===== config.mk =====
export PLATFORM = sky130hd
export DESIGN_NAME = throw_force_meter
export DESIGN_NICKNAME = d
export VERILOG_FILES = /design/src/rtl/throw_pkg.sv /design/src/rtl/tick_gen.sv /design/src/rtl/throw_force_meter.sv
export SDC_FILE = /design/constraint.sdc
export NUM_CORES = 1
export LEC_CHECK = 0
export CORE_ASPECT_RATIO = 1.4
export CORE_MARGIN = 3
export CORE_UTILIZATION = 56
export DETAILED_ROUTE_END_ITERATION = 8
export GPL_ROUTABILITY_DRIVEN = 0
export PLACE_DENSITY = 0.8
export SYNTH_ARGS = -nofsm -noshare
export SYNTH_HDL_FRONTEND = slang
export SYNTH_HIERARCHICAL = 1
export SYNTH_SLANG_ARGS = --single-unit

===== constraint.sdc =====
create_clock -name clk -period 2.9 [get_ports clk]
set_input_delay 0.29 -clock clk [delete_from_list [all_inputs] [get_ports clk]]
set_output_delay 0.29 -clock clk [all_outputs]
set_load 0.02 [all_outputs]

===== src/rtl/throw_pkg.sv =====
// Shared types for the throw path: meter FSM states and force limits.
package throw_pkg;

    typedef enum logic [1:0] {
        IDLE,
        CHARGE,
        THROW,
        COOLDOWN
    } throw_state_t;

    localparam int unsigned FORCE_MAX_DEF = 100;
    localparam int unsigned FORCE_W       = 10;
    localparam int unsigned ARITH_W       = 11;

endpackage


===== src/rtl/tick_gen.sv =====
// Free-running prescaler: one-cycle tick every DIV clk cycles.
module tick_gen #(
    parameter int unsigned DIV = 650000
) (
    input  logic clk,
    input  logic rst_n,
    output logic tick
);

    localparam int unsigned CW = (DIV > 1) ? $clog2(DIV) : 1;
    localparam logic [CW-1:0] LAST = CW'(DIV - 1);

    logic [CW-1:0] cnt;

    always_ff @(posedge clk or negedge rst_n) begin
        if (!rst_n) begin
            cnt <= '0;
        end else if (cnt == LAST) begin
            cnt <= '0;
        end else begin
            cnt <= cnt + 1'b1;
        end
    end

    assign tick = (cnt == LAST);

endmodule


===== src/rtl/throw_force_meter.sv =====
// Oscillating throw-force meter: charge on press, latch on release,
// request a throw and hold off re-arming until the button is let go.
module throw_force_meter
    import throw_pkg::*;
#(
    parameter int unsigned TICK_DIV      = 650000,
    parameter int unsigned FORCE_STEP    = 2,
    parameter int unsigned FORCE_MAX     = FORCE_MAX_DEF,
    parameter int unsigned THROW_TIMEOUT = 500
) (
    input  logic               clk,
    input  logic               rst_n,
    input  logic               btn,
    input  logic               turn_active,
    input  logic               throw_done,
    output logic [FORCE_W-1:0] throw_force,
    output logic               enable,
    output logic               charging
);

    localparam int unsigned TW = $clog2(THROW_TIMEOUT + 1);
    localparam logic [TW-1:0] T_LAST = TW'(THROW_TIMEOUT - 1);
    localparam logic [ARITH_W-1:0] STEP = ARITH_W'(FORCE_STEP);
    localparam logic [ARITH_W-1:0] FMAX = ARITH_W'(FORCE_MAX);

    logic tick;

    tick_gen #(.DIV(TICK_DIV)) u_tick (
        .clk  (clk),
        .rst_n(rst_n),
        .tick (tick)
    );

    logic btn_s1, btn_s2, btn_d;
    logic started, armed;
    logic press, release_ev;

    // armed only once a low level is sampled after reset,
    // so a button held through reset never reads as a press
    always_ff @(posedge clk or negedge rst_n) begin
        if (!rst_n) begin
            btn_s1  <= 1'b0;
            btn_s2  <= 1'b0;
            btn_d   <= 1'b0;
            started <= 1'b0;
            armed   <= 1'b0;
        end else begin
            btn_s1  <= btn;
            btn_s2  <= btn_s1;
            btn_d   <= btn_s2;
            started <= 1'b1;
            armed   <= armed | (started & ~btn_s1);
        end
    end

    assign press      = btn_s2 & ~btn_d & armed;
    assign release_ev = ~btn_s2 & btn_d;

    throw_state_t       state, state_nxt;
    logic [FORCE_W-1:0] force_nxt;
    logic               dir_dn, dir_nxt;
    logic [TW-1:0]      tcnt, tcnt_nxt;
    logic               cd_tick, cd_nxt;
    logic [ARITH_W-1:0] f_ext, up_sum;

    assign f_ext  = {1'b0, throw_force};
    assign up_sum = f_ext + STEP;

    always_comb begin
        state_nxt = state;
        force_nxt = throw_force;
        dir_nxt   = dir_dn;
        tcnt_nxt  = tcnt;
        cd_nxt    = cd_tick;
        unique case (state)
            IDLE: begin
                if (press && turn_active) begin
                    state_nxt = CHARGE;
                    force_nxt = '0;
                    dir_nxt   = 1'b0;
                end
            end
            CHARGE: begin
                if (!turn_active) begin
                    state_nxt = IDLE;
                    force_nxt = '0;
                end else if (release_ev) begin
                    state_nxt = THROW;
                    tcnt_nxt  = '0;
                end else if (tick && !dir_dn) begin
                    if (up_sum >= FMAX) begin
                        force_nxt = FORCE_W'(FMAX);
                        dir_nxt   = 1'b1;
                    end else begin
                        force_nxt = up_sum[FORCE_W-1:0];
                    end
                end else if (tick) begin
                    if (f_ext <= STEP) begin
                        force_nxt = '0;
                        dir_nxt   = 1'b0;
                    end else begin
                        force_nxt = FORCE_W'(f_ext - STEP);
                    end
                end
            end
            THROW: begin
                if (throw_done || (tick && tcnt == T_LAST)) begin
                    state_nxt = COOLDOWN;
                    cd_nxt    = 1'b0;
                end else if (tick) begin
                    tcnt_nxt = tcnt + 1'b1;
                end
            end
            COOLDOWN: begin
                if (tick) begin
                    cd_nxt = 1'b1;
                end
                if (!btn_s2 && (cd_tick || tick)) begin
                    state_nxt = IDLE;
                end
            end
            default: state_nxt = IDLE;
        endcase
    end

    // outputs come straight from flops so reset can't glitch them
    always_ff @(posedge clk or negedge rst_n) begin
        if (!rst_n) begin
            state       <= IDLE;
            throw_force <= '0;
            dir_dn      <= 1'b0;
            tcnt        <= '0;
            cd_tick     <= 1'b0;
            enable      <= 1'b0;
            charging    <= 1'b0;
        end else begin
            state       <= state_nxt;
            throw_force <= force_nxt;
            dir_dn      <= dir_nxt;
            tcnt        <= tcnt_nxt;
            cd_tick     <= cd_nxt;
            enable      <= (state_nxt == THROW);
            charging    <= (state_nxt == CHARGE);
        end
    end

endmodule


# After elaboration in Yosys (flattened, before gate mapping)
# Index checks and enable logic that the tools add are counted.
[word_totals]
output_inout_bits = 12
ff_bits = 50
[classes]
n_eq_ne = 20
muxes = 31
add_sub_neg = 4
n_bitwise = 8
reduce_logical = 16
order_cmp = 2
[ops]
columns = ["cell", "count"]
rows = [
  ["two-way mux 10 bit", 7],
  ["two-way mux 9 bit", 4],
  ["adder 20 x 1 -> 20 bit (second input constant)", 1],
  ["equality test 20 bit (second input constant)", 1],
  ["two-way mux 20 bit", 1],
  ["one-hot mux 10 bit (2 select lines)", 1],
  ["one-hot mux 9 bit (2 select lines)", 1],
  ["!= test 2 bit (second input constant)", 8],
  ["!= test 3 bit (second input constant)", 4],
  ["adder 10 x 2 -> 11 bit (second input constant)", 1],
  ["greater-or-equal comparator 11 x 7 -> 1 bit (second input constant)", 1],
  ["less-or-equal comparator 10 x 2 -> 1 bit (second input constant)", 1],
  ["two-way mux 2 bit", 5],
  ["subtractor 10 x 2 -> 10 bit (second input constant)", 1],
  ["adder 9 x 1 -> 9 bit (second input constant)", 1],
  ["equality test 9 bit (second input constant)", 1],
  ["two-way mux 1 bit", 9],
  ["one-hot mux 2 bit (4 select lines)", 1],
  ["AND reduction 7 bit", 1],
  ["equality test 2 bit (second input constant)", 3],
  ["nonzero test 2 bit", 3],
  ["AND reduction 5 bit", 1],
  ["AND 1 bit", 4],
  ["equality test 2 x 1 -> 1 bit (second input constant)", 2],
  ["other kinds (10)", 18],
]

# Depth between registers and ports, before layout
[depth]
word_depth = 7
ltp_mapped = 10

# Hierarchy
# Netlist, hierarchy kept.
[by_module_without_submodules]
columns = ["module", "seq_area_each_um2", "n_inst", "cells_per_inst", "area_per_inst_um2"]
rows = [
  ["throw_force_meter", 725.7, 1, 205, 1910.6],
  ["tick_gen", 500.5, 1, 96, 967.2],
]

# Worst setup path before layout
# Ideal clock, no wire load.
[synth_timing]
path_type = "flip-flop to flip-flop"
start = "register u_tick.cnt[0]"
end = "register tcnt[7]"
path_slack_ps = 399
arrival_time_ps = 2423
t_required_ps = 2822
n_path_buf = 0
path_stages_with_launch = 10
cell_sequence = "dfrtp_1 ha_1 and3_1 nand3_1 nor3_1 inv_1 o22ai_4 o21ai_2 or4_1 a21oi_1"
[synth_via]
elab_chain_cells = 5
word_cells_on_any_way = 6
classes_between = "eq/ne (3); reduce/logical (3)"
[synth_rtl]
columns = ["element", "line", "source"]
rows = [
  ["from (decl)", "tick_gen.sv:13", "logic [CW-1:0] cnt;"],
  ["from (signal assigned)", "tick_gen.sv:21", "cnt <= cnt + 1'b1;"],
  ["equality test 20 bit (*)", "tick_gen.sv:25", "assign tick = (cnt == LAST);"],
  ["net tick", "throw_force_meter.sv:26", "logic tick;"],
  ["logical AND 1 bit", "throw_force_meter.sv:107", "if (throw_done || (tick && tcnt == T_LAST)) begin"],
  ["logical OR 1 bit", "throw_force_meter.sv:107", ""],
  ["!= test 2 bit (no source line)", "n/a", ""],
  ["AND reduction 5 bit (no source line) (*)", "n/a", ""],
  ["to (signal assigned)", "throw_force_meter.sv:140", "tcnt <= tcnt_nxt;"],
  ["to (decl)", "throw_force_meter.sv:62", "logic [TW-1:0] tcnt, tcnt_nxt;"],
]
# The timed path passes the listed nets; every way through them passes the cells marked *.
# A chain may end at the register's enable or synchronous reset.

# Final worst setup path
[layout_timing]
start = "register u_tick.cnt[5]"
end = "register throw_force[7]"
[layout_via]
elab_chain_cells = 6
word_cells_on_any_way = 8
classes_between = "eq/ne (2); mux (4); reduce/logical (2)"
[layout_rtl]
columns = ["element", "line", "source"]
rows = [
  ["equality test 20 bit (*)", "tick_gen.sv:25", ""],
  ["net tick", "throw_force_meter.sv:26", ""],
  ["logical AND 1 bit", "throw_force_meter.sv:90", "end else if (tick && !dir_dn) begin"],
  ["two-way mux 10 bit", "throw_force_meter.sv:90", ""],
  ["two-way mux 10 bit", "throw_force_meter.sv:87", "end else if (release_ev) begin"],
  ["two-way mux 10 bit", "throw_force_meter.sv:84", "if (!turn_active) begin"],
  ["one-hot mux 10 bit (2 select lines)", "throw_force_meter.sv:75", "unique case (state)"],
  ["to (signal assigned)", "throw_force_meter.sv:138", "throw_force <= force_nxt;"],
  ["to (decl)", "throw_force_meter.sv:16", "output logic [FORCE_W-1:0] throw_force,"],
]
# The timed path passes the listed nets; every way through them passes the cells marked *. The select of a mux whose other input is x is not followed.

==> metrics.txt <==
# TYPE chip_impl_metric gauge
chip_impl_metric{name="n_fill_cell",unit=""} 419
chip_impl_metric{name="reg2regPathDepth",unit=""} 8
chip_impl_metric{name="largest_net_degree_at_the_start_of_global_routing",unit=""} 50
chip_impl_metric{name="post_synth_inst_count",unit=""} 301
chip_impl_info{name="hold_path.class",value="input port to async pin"} 1
chip_impl_metric{name="design.portCount",unit=""} 17
chip_impl_metric{name="port_buffers",unit=""} 15
chip_impl_metric{name="worstPathMaxFanout",unit=""} 7
chip_impl_metric{name="num-nets-final",unit=""} 325
chip_impl_metric{name="final_critical_path_setup_slack",unit="ns"} 0.273
chip_impl_info{name="grt_setup_unrepaired",value="false"} 1
chip_impl_metric{name="post-route-min-period",unit="ns"} 2.63
chip_impl_info{name="yosys_most_used_dff",value="sky130_fd_sc_hd__dfrtp_1"} 1
chip_impl_metric{name="synth.yosys.seq_area_share",unit=""} 0.426
chip_impl_info{name="timing.critical_path.cells",value="nor4b_1, nand4_1, nor3_1, buf_4, nand3_1, or3_1, o21ba_2, o21ai_0"} 1
chip_impl_metric{name="synthMuxAreaShare",unit=""} 0
chip_impl_metric{name="area_growth",unit="%"} 10.5
chip_impl_metric{name="synthArstFlopShare",unit=""} 1.00
chip_impl_metric{name="multiInputGateArea",unit="sq um"} 1520
chip_impl_metric{name="core_util_final",unit=""} 0.647
chip_impl_info{name="synth_top_family_by_area",value="simple AND/OR/NAND/NOR gates"} 1
chip_impl_metric{name="number_of_placed_cells_counting_well_taps",unit=""} 372
chip_impl_metric{name="yosysWarnings",unit=""} 6
chip_impl_metric{name="initial_utilization",unit=""} 0.585
chip_impl_metric{name="power_density_over_the_cells",unit="nW/um^2"} 560
chip_impl_metric{name="timing.final.crit_share",unit=""} 0.906
chip_impl_metric{name="overall_power_after_layout",unit="mW"} 1.78
chip_impl_info{name="layout.cells.most_common_list",value="49 x sky130_fd_sc_hd__dfrtp_1, 29 x sky130_fd_sc_hd__nor2_1, 19 x sky130_fd_sc_hd__nand3_1, 17 x sky130_fd_sc_hd__o21ai_0, 15 x sky130_fd_sc_hd__xnor2_1"} 1
chip_impl_metric{name="fin_cells",unit=""} 380
chip_impl_metric{name="max-slew-margin-rel",unit=""} 0.282
chip_impl_metric{name="total_leakage_power",unit="nW"} 1.32
chip_impl_metric{name="max_stage_delay",unit="ns"} 0.56
chip_impl_metric{name="report.final.setup_viol",unit=""} 0
chip_impl_info{name="timing.critical_path.max_delay_family",value="simple AND/OR/NAND/NOR gates"} 1
chip_impl_info{name="critical_path_class",value="flip-flop to flip-flop"} 1
chip_impl_metric{name="postCtsSetupBuffers",unit=""} 0
chip_impl_metric{name="final.setup.tns",unit="ns"} 0
chip_impl_metric{name="tritoncts.num_buffers",unit=""} 5
chip_impl_metric{name="synth-edff-count",unit=""} 0
chip_impl_metric{name="finalHoldWorstSlack",unit="ns"} 0.174
chip_impl_metric{name="die_h",unit="um"} 90.8
chip_impl_info{name="worst_setup_path_end_kind",value="flip-flop"} 1
chip_impl_metric{name="path_buf_inv",unit=""} 1
chip_impl_metric{name="routed_wirelength",unit="mm"} 5.88
chip_impl_info{name="clock_root_buffer",value="sky130_fd_sc_hd__clkbuf_8"} 1
chip_impl_metric{name="power.ir.vdd_worst",unit="mV"} 0.365
chip_impl_metric{name="netlist_area",unit="sq um"} 2880
chip_impl_metric{name="signal_arrival_time_at_the_worst_endpoint",unit="ns"} 2.86
chip_impl_metric{name="detailedPlace.worstSlack",unit="ns"} 0.240
chip_impl_metric{name="grt_pass1_wl",unit="mm"} 10.2
chip_impl_metric{name="detail_route.drc_violations",unit=""} 0
chip_impl_metric{name="fp.coreArea",unit="sq um"} 4920
chip_impl_metric{name="grtUsageTotal",unit=""} 0.211
chip_impl_metric{name="wl_per_cell",unit="um"} 15.5
chip_impl_metric{name="drive_gt1_frac",unit=""} 0.101
chip_impl_metric{name="starting_drt_drc_count",unit=""} 160
chip_impl_metric{name="clk_pin_slew_worst_paths",unit="ns"} 0.10
chip_impl_info{name="cts_tree",value="yes"} 1
chip_impl_metric{name="final_antenna_net_count",unit=""} 0
chip_impl_info{name="critical_path.startpoint_type",value="flip-flop"} 1
chip_impl_metric{name="insertion_delay",unit="ns"} 0.31
chip_impl_metric{name="cts-hold-fix-buffers",unit=""} 0
chip_impl_metric{name="row_count",unit=""} 30
chip_impl_metric{name="avgViaCountPerCell",unit=""} 6.00
chip_impl_metric{name="dp_hpwl",unit="mm"} 4.16
chip_impl_metric{name="grt_pass1_vias",unit=""} 2226
chip_impl_metric{name="max_cap_violations",unit=""} 0
chip_impl_metric{name="synthXorXnorAreaFrac",unit=""} 0.0670
chip_impl_info{name="run_status",value="finished clean"} 1
chip_impl_metric{name="drt_pass1_iterations",unit=""} 4
chip_impl_metric{name="floorplan.die_area",unit="sq um"} 6050
chip_impl_metric{name="tritoncts_num_sinks",unit=""} 49
chip_impl_metric{name="postSynthRegisterBits",unit=""} 49
chip_impl_metric{name="max-clock-path-buffers",unit=""} 2
chip_impl_metric{name="cts-htree-levels",unit=""} 2
chip_impl_metric{name="synth_nets",unit=""} 311
chip_impl_metric{name="sequential_cell_area",unit="sq um"} 1230
chip_impl_metric{name="grt_overflow_total",unit=""} 0
chip_impl_metric{name="detailroute.via_count",unit=""} 2281
chip_impl_info{name="critPathSlowestCell",value="sky130_fd_sc_hd__or3_1"} 1
chip_impl_metric{name="final_max_slew_viol_count",unit=""} 0
chip_impl_metric{name="worstSetupPathDepth",unit=""} 8
chip_impl_metric{name="synth_compound_area_frac",unit=""} 0.171
chip_impl_metric{name="synth_cell_types",unit=""} 67
chip_impl_metric{name="post_synth_fa_ha_maj_area_fraction",unit=""} 0.0217
chip_impl_metric{name="antenna_violations_before_repair",unit=""} 0
chip_impl_metric{name="synth_simple_gate_area_share",unit=""} 0.263
chip_impl_metric{name="finalHoldViolations",unit=""} 0
chip_impl_metric{name="antenna-diode-count",unit=""} 0
chip_impl_metric{name="fin_worst_skew",unit="ns"} 0.0139
chip_impl_metric{name="avgSynthCellArea",unit="sq um"} 9.56
chip_impl_metric{name="max_freq",unit="MHz"} 381
chip_impl_metric{name="worst-slew-pin-transition",unit="ns"} 1.08
chip_impl_metric{name="die-width",unit="um"} 66.6
chip_impl_metric{name="dpl_cell_area",unit="sq um"} 3040
chip_impl_metric{name="finish.instance_area",unit="sq um"} 3180
chip_impl_info{name="layout_commonest_cell",value="sky130_fd_sc_hd__dfrtp_1"} 1
chip_impl_metric{name="worstPathRequired",unit="ns"} 3.14
[state kept, by name (all words and copies together) (netlist names)]
register,flops
enable,1
cd_tick,1
charging,1
armed,1
btn_s1,1
btn_d,1
u_tick/cnt,20
dir_dn,1
btn_s2,1
state,2
tcnt,9
started,1
throw_force,9
[logic make-up after synthesis]
| group | Yosys count |
|---|---|
| AO/OA/AOI/OAI | 69 |
| XOR/XNOR | 22 |
| adder cells (fa/ha/maj) | 5 |
| buffers and inverters | 23 |
| flip-flops | 49 |
| other | 2 |
| AND/OR/NAND/NOR | 131 |
[per-layer routing]
metal	track usage	routed length, um	vias to the layer above
li1	-	-	1122
met1	0.264	2470	1096
met2	0.359	3080	50
met3	0.0361	188	13
met4	0.0695	147	0
met5	0	0	-
[synth_stat cells, types with 2 or more instances]
| cell type | n | area, sq um |
|---|---|---|
| sky130_fd_sc_hd__and4_2 | 2 | 20.0 |
| sky130_fd_sc_hd__nand2b_1 | 3 | 18.8 |
| sky130_fd_sc_hd__a21boi_0 | 2 | 15.0 |
| sky130_fd_sc_hd__dfrtp_1 | 49 | 1230 |
| sky130_fd_sc_hd__and4b_1 | 2 | 20.0 |
| sky130_fd_sc_hd__inv_1 | 11 | 41.3 |
| sky130_fd_sc_hd__nor3_1 | 10 | 50.1 |
| sky130_fd_sc_hd__buf_4 | 3 | 22.5 |
| sky130_fd_sc_hd__and3_1 | 8 | 50.1 |
| sky130_fd_sc_hd__o21bai_1 | 2 | 15.0 |
| sky130_fd_sc_hd__nand2_1 | 14 | 52.6 |
| sky130_fd_sc_hd__nand4_1 | 5 | 31.3 |
| sky130_fd_sc_hd__buf_2 | 2 | 10.0 |
| sky130_fd_sc_hd__o31ai_1 | 3 | 22.5 |
| sky130_fd_sc_hd__o211ai_1 | 5 | 37.5 |
| sky130_fd_sc_hd__o21ba_2 | 2 | 20.0 |
| sky130_fd_sc_hd__or3_1 | 8 | 50.1 |
| sky130_fd_sc_hd__nor3b_1 | 2 | 15.0 |
| sky130_fd_sc_hd__a21oi_1 | 13 | 65.1 |
| sky130_fd_sc_hd__a21o_1 | 3 | 22.5 |
| sky130_fd_sc_hd__conb_1 | 2 | 7.51 |
| sky130_fd_sc_hd__nand3_1 | 19 | 95.1 |
| sky130_fd_sc_hd__o21ai_0 | 17 | 85.1 |
| sky130_fd_sc_hd__a211o_1 | 2 | 17.5 |
| sky130_fd_sc_hd__o311ai_0 | 2 | 17.5 |
| sky130_fd_sc_hd__and4_1 | 2 | 17.5 |
| sky130_fd_sc_hd__xor2_1 | 7 | 61.3 |
| sky130_fd_sc_hd__nor2b_1 | 6 | 37.5 |
| sky130_fd_sc_hd__or4_4 | 2 | 22.5 |
| sky130_fd_sc_hd__nor2_1 | 30 | 113 |
| sky130_fd_sc_hd__a22o_1 | 2 | 17.5 |
| sky130_fd_sc_hd__xnor2_1 | 15 | 131 |
| sky130_fd_sc_hd__buf_6 | 5 | 56.3 |
| sky130_fd_sc_hd__nor4_1 | 4 | 25.0 |
| sky130_fd_sc_hd__ha_1 | 5 | 62.6 |
[area by class of cell]
class	count	area share
Clock inverter	3	0.0205
Sequential cell	49	0.386
Multi-Input combinational cell	229	0.479
Inverter	11	0.0130
Clock buffer	5	0.0216
Tap cell	64	0.0252
Timing Repair Buffer	19	0.0551
[power by group]
part | leakage [nW] | internal [mW] | switching (mW)
clock network | 0.0681 | 0.343 | 0.233
logic | 0.602 | 0.173 | 0.212
registers | 0.646 | 0.741 | 0.0787
total | 1.32 | 1.26 | 0.523
[final timing paths]
path	startpoint	to	slack [ns]
setup reg to reg	u_tick/cnt[5]$_DFF_PN0_	throw_force[7]$_DFFE_PN0P_	0.27
min in group clk	btn_s1$_DFF_PN0_	btn_s2$_DFF_PN0_	0.38
setup / recovery	u_tick/cnt[5]$_DFF_PN0_	throw_force[7]$_DFFE_PN0P_	0.27
hold reg to reg	btn_s1$_DFF_PN0_	btn_s2$_DFF_PN0_	0.38
hold / removal	rst_n	tcnt[1]$_DFFE_PN0P_	0.17
max in group asynchronous	rst_n	u_tick/cnt[13]$_DFF_PN0_	2.06
[worst register-to-register path, stage by stage (launching register included)]
cell and delay, ns:
sky130_fd_sc_hd__dfrtp_1 0.46, sky130_fd_sc_hd__nor4b_1 0.36, sky130_fd_sc_hd__nand4_1 0.16, sky130_fd_sc_hd__nor3_1 0.24, sky130_fd_sc_hd__buf_4 0.19, sky130_fd_sc_hd__nand3_1 0.19
sky130_fd_sc_hd__or3_1 0.56, sky130_fd_sc_hd__o21ba_2 0.25, sky130_fd_sc_hd__o21ai_0 0.13
[repair_timing]
action | CTS | global route
hold endpoints to repair | 0 | 0
resized for setup | 0 | 2
endpoints found under the setup margin | 0 | 6
No activity file was read; power rests on OpenSTA's default activity.
